$ cat src/rtl/button_pkg.sv
// Shared constants and helpers for the multi-channel button debouncer.
// Optional long-press detection is enabled with BUTTON_DEBOUNCE_HOLD_EN.
package button_pkg;

  // Depth of the metastability synchroniser in front of each channel.
  localparam int unsigned SYNC_STAGES = 2;

  // Width of a counter that must hold every value from 0 up to max_val.
  // Never returns less than 1 so a degenerate parameter still yields a legal vector.
  function automatic int unsigned cnt_width(input int unsigned max_val);
    return (max_val < 1) ? 1 : $clog2(max_val + 1);
  endfunction

endpackage : button_pkg

$ cat src/rtl/debounce_channel.sv
// One debounced button: synchroniser, integration counter, stable level,
// press/release pulses and (with BUTTON_DEBOUNCE_HOLD_EN) a long-press pulse.
module debounce_channel
  import button_pkg::*;
#(
  parameter int unsigned DEBOUNCE_CNT = 16,
  parameter bit          ACTIVE_LOW   = 1'b0,
  parameter int unsigned HOLD_CNT     = 1024
) (
  input  logic clkIn,
  input  logic rstIn,
  input  logic buttonIn,
  output logic buttonOut,
  output logic pressOut,
  output logic releaseOut,
  output logic holdOut
);

  // A zero-length integration window would accept every glitch; refuse to build it.
  if (DEBOUNCE_CNT == 0) begin : g_bad_debounce_cnt
    $error("debounce_channel: DEBOUNCE_CNT must be >= 1");
  end

  // A zero hold window would fire on the press itself, which is meaningless.
  if (HOLD_CNT == 0) begin : g_bad_hold_cnt
    $error("debounce_channel: HOLD_CNT must be >= 1");
  end

  localparam int unsigned     CNT_W    = cnt_width(DEBOUNCE_CNT);
  localparam logic [CNT_W-1:0] CNT_LAST = CNT_W'(DEBOUNCE_CNT - 1);

  logic                   btn_in;
  logic                   sync_lvl;
  logic [SYNC_STAGES-1:0] sync_q,    sync_d;
  logic                   stable_q,  stable_d;
  logic [CNT_W-1:0]       cnt_q,     cnt_d;
  logic                   press_q,   press_d;
  logic                   release_q, release_d;

  // Normalise polarity before synchronising so everything downstream means "pressed".
  assign btn_in   = buttonIn ^ ACTIVE_LOW;
  assign sync_lvl = sync_q[SYNC_STAGES-1];

  // Next-state: shift the synchroniser and integrate disagreement with the stable level.
  always_comb begin
    // NOTE: every _d gets a default before any branch, so no path leaves it unassigned and no latch is inferred.
    sync_d    = {sync_q[SYNC_STAGES-2:0], btn_in};
    stable_d  = stable_q;
    cnt_d     = cnt_q;
    press_d   = 1'b0;
    release_d = 1'b0;

    if (sync_lvl == stable_q) begin
      // Input agrees with the accepted level (or bounced back): forget any partial count.
      cnt_d = '0;
    end else if (cnt_q == CNT_LAST) begin
      // New level held for the full window: accept it and flag the edge in the same cycle.
      stable_d  = sync_lvl;
      cnt_d     = '0;
      press_d   = sync_lvl;
      release_d = ~sync_lvl;
    end else begin
      cnt_d = cnt_q + 1'b1;
    end
  end

  // State register with synchronous reset; everything returns to "released".
  always_ff @(posedge clkIn) begin
    // NOTE: non-blocking assignments here so every register samples the pre-edge values of the others.
    if (rstIn) begin
      sync_q    <= '0;
      stable_q  <= 1'b0;
      cnt_q     <= '0;
      press_q   <= 1'b0;
      release_q <= 1'b0;
    end else begin
      sync_q    <= sync_d;
      stable_q  <= stable_d;
      cnt_q     <= cnt_d;
      press_q   <= press_d;
      release_q <= release_d;
    end
  end

  assign buttonOut  = stable_q;
  assign pressOut   = press_q;
  assign releaseOut = release_q;

`ifdef BUTTON_DEBOUNCE_HOLD_EN
  localparam int unsigned       HOLD_W    = cnt_width(HOLD_CNT);
  localparam logic [HOLD_W-1:0] HOLD_LAST = HOLD_W'(HOLD_CNT);

  logic [HOLD_W-1:0] hold_cnt_q, hold_cnt_d;
  logic              hold_q,     hold_d;

  // Hold timer: counts cycles of accepted press, saturates, and pulses once on arrival.
  always_comb begin
    hold_cnt_d = hold_cnt_q;
    hold_d     = 1'b0;
    if (!stable_q) begin
      hold_cnt_d = '0;
    end else if (hold_cnt_q != HOLD_LAST) begin
      hold_cnt_d = hold_cnt_q + 1'b1;
      hold_d     = (hold_cnt_q == HOLD_LAST - 1'b1);
    end
  end

  // Hold timer register.
  always_ff @(posedge clkIn) begin
    if (rstIn) begin
      hold_cnt_q <= '0;
      hold_q     <= 1'b0;
    end else begin
      hold_cnt_q <= hold_cnt_d;
      hold_q     <= hold_d;
    end
  end

  assign holdOut = hold_q;
`else
  assign holdOut = 1'b0;
`endif

endmodule : debounce_channel

$ cat src/rtl/multi_button_debounce.sv
// NUM_CH independent button debouncers with press/release/any-press events.
// Long-press pulses on holdOut are built only when BUTTON_DEBOUNCE_HOLD_EN is defined.
module multi_button_debounce
  import button_pkg::*;
#(
  parameter int unsigned NUM_CH       = 4,
  parameter int unsigned DEBOUNCE_CNT = 16,
  parameter bit          ACTIVE_LOW   = 1'b0,
  parameter int unsigned HOLD_CNT     = 1024
) (
  input  logic              clkIn,
  input  logic              rstIn,
  input  logic [NUM_CH-1:0] buttonIn,
  output logic [NUM_CH-1:0] buttonOut,
  output logic [NUM_CH-1:0] pressOut,
  output logic [NUM_CH-1:0] releaseOut,
  output logic              anyPressOut,
  output logic [NUM_CH-1:0] holdOut
);

  if (NUM_CH == 0) begin : g_bad_num_ch
    $error("multi_button_debounce: NUM_CH must be >= 1");
  end

  // Channels share nothing but the clock and reset.
  for (genvar i = 0; i < NUM_CH; i++) begin : g_ch
    debounce_channel #(
      .DEBOUNCE_CNT (DEBOUNCE_CNT),
      .ACTIVE_LOW   (ACTIVE_LOW),
      .HOLD_CNT     (HOLD_CNT)
    ) u_channel (
      .clkIn      (clkIn),
      .rstIn      (rstIn),
      .buttonIn   (buttonIn[i]),
      .buttonOut  (buttonOut[i]),
      .pressOut   (pressOut[i]),
      .releaseOut (releaseOut[i]),
      .holdOut    (holdOut[i])
    );
  end

  // pressOut bits are already registered, so their OR lands in the same cycle.
  assign anyPressOut = |pressOut;

endmodule : multi_button_debounce

$ cat config.mk
export PLATFORM = sky130hd
export DESIGN_NAME = multi_button_debounce
export DESIGN_NICKNAME = d
export VERILOG_FILES = /design/src/rtl/button_pkg.sv /design/src/rtl/debounce_channel.sv /design/src/rtl/multi_button_debounce.sv
export SDC_FILE = /design/constraint.sdc
export NUM_CORES = 1
export LEC_CHECK = 0
export ABC_AREA = 1
export BUFFER_PORTS_ARGS = -buffer_cell sky130_fd_sc_hd__buf_2
export CAP_MARGIN = 20
export CORE_MARGIN = 1
export CORE_UTILIZATION = 35
export CTS_BUF_LIST = sky130_fd_sc_hd__clkbuf_16
export DETAILED_ROUTE_END_ITERATION = 8
export SLEW_MARGIN = 20
export SYNTH_ARGS = -nofsm -noshare
export SYNTH_HDL_FRONTEND = slang
export SYNTH_SLANG_ARGS = --single-unit
$ cat constraint.sdc
create_clock -name clkIn -period 1.4 [get_ports clkIn]
set_input_delay 0.07 -clock clkIn [delete_from_list [all_inputs] [get_ports clkIn]]
set_output_delay 0.07 -clock clkIn [all_outputs]
set_load 0.05 [all_outputs]
==> impl_metrics.csv <==
group,metric,value,unit
run_status,status,"complete, but fails checks",
run_status,failed_checks,"DRC",
synthesis,netlist_area,1650,sq um
pwr,pwr-share-clk,45.1,%
min_path,hold-path-endpoint,"g_ch[1].u_channel.sync_q[1]",
synthesis,synth_seq_area_share,48.5,%
min_path,hold_path.startpoint,"rstIn",
synthesis,synth_xor_xnor_area_share,2.12,%
global_routing,grt_first_pass_wirelength,3810,microns
worst_setup_path,startpoint_type,"flop",
synthesis,synth.distinct_cells,25,
worst_setup_path,family_of_cells_with_the_greatest_summed_delay_on_the_critical_path,"adder cells",
pwr,power.static_leakage,0.763,nW
floorplan,floorplan.initialDensity,37.1,%
worst_setup_path,cpMostUsedCell,"sky130_fd_sc_hd__ha_1",
worst_setup_path,worstSetupEndpointType,"flop",
clock_tree,clk_slew_on_worst_s_h_paths,50,ps
final_layout,antennaDiodeCount,0,
timing,final.setup.tns,0,ps
global_routing,first_global_vias,859,
timing,setup_viol,0,
detailed_routing,drt.antenna.violating_nets,0,
pwr,share_comb_of_total_power,3.8,%
synthesis,compound_gate_portion_of_the_synthesized_area,3.18,%
clock_tree,tritoncts,"yes",
pwr,power_frac_seq,51.1,%
final_layout,final_net_count,216,
worst_setup_path,critical_path_peak_fanout,5,
worst_setup_path,worst_r2r_path_depth,7,
detailed_routing,detail_route.iter0.violations,14,
global_routing,grt_antenna_before_repair,0,
clock_tree,clock_insertion_delay_worst_skew,270,ps
synthesis,synth_adder_area_share,6.07,%
detailed_routing,post_drt_via_cell_ratio,4.09,
synthesis,synthFlopType,"sky130_fd_sc_hd__dfxtp_1",
pwr,net_switching_power,0.000460,W
timing,grt_setup_unrepaired,"yes",
synthesis,main_combinational_cell_family_by_area_after_synthesis,"simple AND/OR/NAND/NOR gates",
timing,final_hold_viol_count,0,
placed_design,placement.cell_area,1670,sq um
timing,setup_ws,128,ps
detailed_routing,detail_route.wirelength,2090,microns
flow_run,drv.max_cap_violation_count,0,
placed_design,number_of_port_buffers,18,
synthesis,post_synth.cell_area_avg,8.78,sq um
worst_setup_path,worst_ep_arrival_time,1490,ps
timing,period_minus_slack,1270,ps
timing,post-route-period-util,90.9,%
worst_setup_path,timing.rr.end,"g_ch[2].u_channel.cnt_q[1]",
global_routing,global_router_s_overall_resource_usage,9.63,%
clock_tree,cts_made_buffers,5,
synthesis,ys_seq_elements,40,
final_layout,fraction_of_final_layout_cells_with_drive_strength_greater_than_1,23.8,%
floorplan,core_area,4440,sq um
worst_setup_path,r2r_start,"g_ch[2].u_channel.cnt_q[0]",
timing,finClkSkew,2.87,ps
clock_tree,cts_buffer_depth,2,
pwr,ir_worst_vdd,0.454,mV
floorplan,fp.dieW,70.7,microns
worst_setup_path,crit_buf_inv,1,
floorplan,row_count,24,
placed_design,dpl_worst_slack,65.7,ps
final_layout,finalCoreUtilization,42.1,%
clock_tree,tritoncts_num_sinks,40,
floorplan,ios,23,
worst_setup_path,crit_chain,"ha_1 -> nand2_1 -> nor2_1 -> ha_1 -> inv_2 -> nand4_4 -> nor2_2",
synthesis,synth_simple_gate_area_share,23.7,%
timing,fmaxAchievable,0.786,GHz
worst_setup_path,path_class,"flop to flop",
final_layout,area_delta_synth_final,13.3,%
detailed_routing,detailedRoute.firstPassIterationCount,6,
worst_setup_path,r2r_setup_slack,130,ps
worst_setup_path,critical_path_required,1610,ps
min_path,class_of_the_tightest_hold_or_removal_check,"input port to flop",
synthesis,syn-instance-count,188,
floorplan,die_height,70.7,microns
min_path,holdPathStages,2,
placed_design,gp_congestion,0.716,
global_routing,grt_max_degree,20,
global_routing,globalRouteOverflowTotal,0,
synthesis,post_synth_mux_area_share,0,%
detailed_routing,drcViolationCount,2,
synthesis,synth_edf_count,0,
pwr,power_switching_share,20.2,%
placed_design,detailedPlacementHpwl,1570,microns
detailed_routing,avgRoutedWirePerCell,8.22,microns
pwr,power_density,1220,nW/um^2
worst_setup_path,slowest_delay,340,ps
synthesis,ys_warn_count,0,
final_layout,postLayoutCellArea,1870,sq um
synthesis,async_flop_share,0,%
clock_tree,cts-root-buf,"sky130_fd_sc_hd__clkbuf_16",
detailed_routing,route.vias.total,1040,
pwr,internal-power,0.00182,W
floorplan,design.die.area,4990,sq um
worst_setup_path,slowest_stage,"sky130_fd_sc_hd__dfxtp_1",
timing,maxSlewViolCount,0,
clock_tree,htree_levels,2,
## layout make-up
type | instances | area [sq um]
fill | 459 | 2570
sequential | 40 | 802
multi-input combinational | 101 | 619
timing repair buffer | 22 | 130
clock buffer | 5 | 125
inverter | 32 | 120
tap | 52 | 65.1
clock inverter | 2 | 8.76
## cells by family after synthesis
family,after synthesis
simple gates,76
buf+inv,50
flops,40
compound gates,9
fa+ha+maj,8
xor+xnor,4
other cells,1
## cell usage after synthesis (all sizes together), types with 3 or more instances
cell type | number | area share [%]
o21ai | 3 | 0.91
a21oi | 6 | 2.3
xnor2 | 4 | 2.1
nor2 | 34 | 8.9
nand3 | 7 | 3.0
inv | 32 | 7.3
ha | 8 | 6.1
dfxtp | 40 | 49
nor4 | 6 | 3.2
buf | 18 | 8.9
nand4 | 5 | 2.8
nand2 | 22 | 5.2
## metal layers
layer / vias up / GRT usage (%) / wire, microns / part of all wire [%]
li1: 593 / - / - / -
met1: 424 / 12.6 / 1110 / 53
met2: 23 / 14.3 / 876 / 42
met3: 0 / 3.99 / 97 / 4.6
met4: 0 / 3.33 / 0 / 0
met5: - / 0 / 0 / 0
## repair_timing
item | 4_1_cts | 5_1_grt
endpoints found under the hold margin | 4 | 0
setup endpoints to repair | 0 | 20
setup buffers | 0 | 0
resized for setup | 0 | 9
hold buffers | 4 | 0
## registers in the layout, summed over array words and instances (netlist names)
| name | count |
|---|---|
| g_ch.u_channel.buttonOut | 4 |
| g_ch.u_channel.cnt_q | 20 |
| g_ch.u_channel.pressOut | 4 |
| g_ch.u_channel.releaseOut | 4 |
| g_ch.u_channel.sync_q | 8 |
## power by group through the flow
| stage | Combinational [W] | Sequential [W] | Clock (W) |
|---|---|---|---|
| final | 0.0000858 | 0.00116 | 0.00103 |
| after global routing | 0.0000960 | 0.00117 | 0.00112 |
| after CTS | 0.0000839 | 0.00116 | 0.00108 |
| after detailed placement | 0.0000755 | 0.00119 | 0 |
| after global placement | 0.0000756 | 0.00119 | 0 |
| after floorplan | 0.0000784 | 0.00119 | 0 |
## worst max path at each step
stage / slack (ps) / from / endpoint / cells past startpoint
final: 130 / g_ch[2].u_channel.cnt_q[0] / g_ch[2].u_channel.cnt_q[1] / 7
after global routing: -10 / g_ch[3].u_channel.cnt_q[0] / g_ch[3].u_channel.pressOut / 6
after CTS: 70 / g_ch[3].u_channel.cnt_q[0] / g_ch[3].u_channel.cnt_q[3] / 7
after detailed placement: 70 / g_ch[3].u_channel.cnt_q[0] / g_ch[3].u_channel.cnt_q[3] / 7
after global placement: 70 / g_ch[3].u_channel.cnt_q[0] / g_ch[3].u_channel.cnt_q[3] / 7
after floorplan: 170 / g_ch[3].u_channel.cnt_q[0] / g_ch[3].u_channel.cnt_q[3] / 7
## worst reg2reg max path, cell delays in order (launching register included)
cell                      delay [ps]
sky130_fd_sc_hd__dfxtp_1         340
sky130_fd_sc_hd__ha_1            230
sky130_fd_sc_hd__nand2_1          60
sky130_fd_sc_hd__nor2_1           40
sky130_fd_sc_hd__ha_1            190
sky130_fd_sc_hd__inv_2           120
sky130_fd_sc_hd__nand4_4         140
sky130_fd_sc_hd__nor2_2          100
## through the flow
stage,power (W),cells,hold slack (ps)
floorplan,0.00126,191,177
global placement,0.00126,243,284
detailed placement,0.00126,243,280
CTS,0.00232,254,197
global route,0.00239,254,229
finish,0.00228,254,216
## placed cells by master (no fill, tap or decap), drive strengths merged, types with 2 or more instances in the layout
| cell type | instances |
|---|---|
| dfxtp | 40 |
| nor2 | 34 |
| inv | 33 |
| nand2 | 22 |
| buf | 18 |
| ha | 8 |
| nand3 | 7 |
| a21oi | 6 |
| nor4 | 6 |
| clkbuf | 5 |
| nand4 | 5 |
| xnor2 | 4 |
| conb | 4 |
| dlygate4sd3 | 4 |
| o21ai | 3 |
| nor3 | 2 |
(Power assumes the default switching activity.)
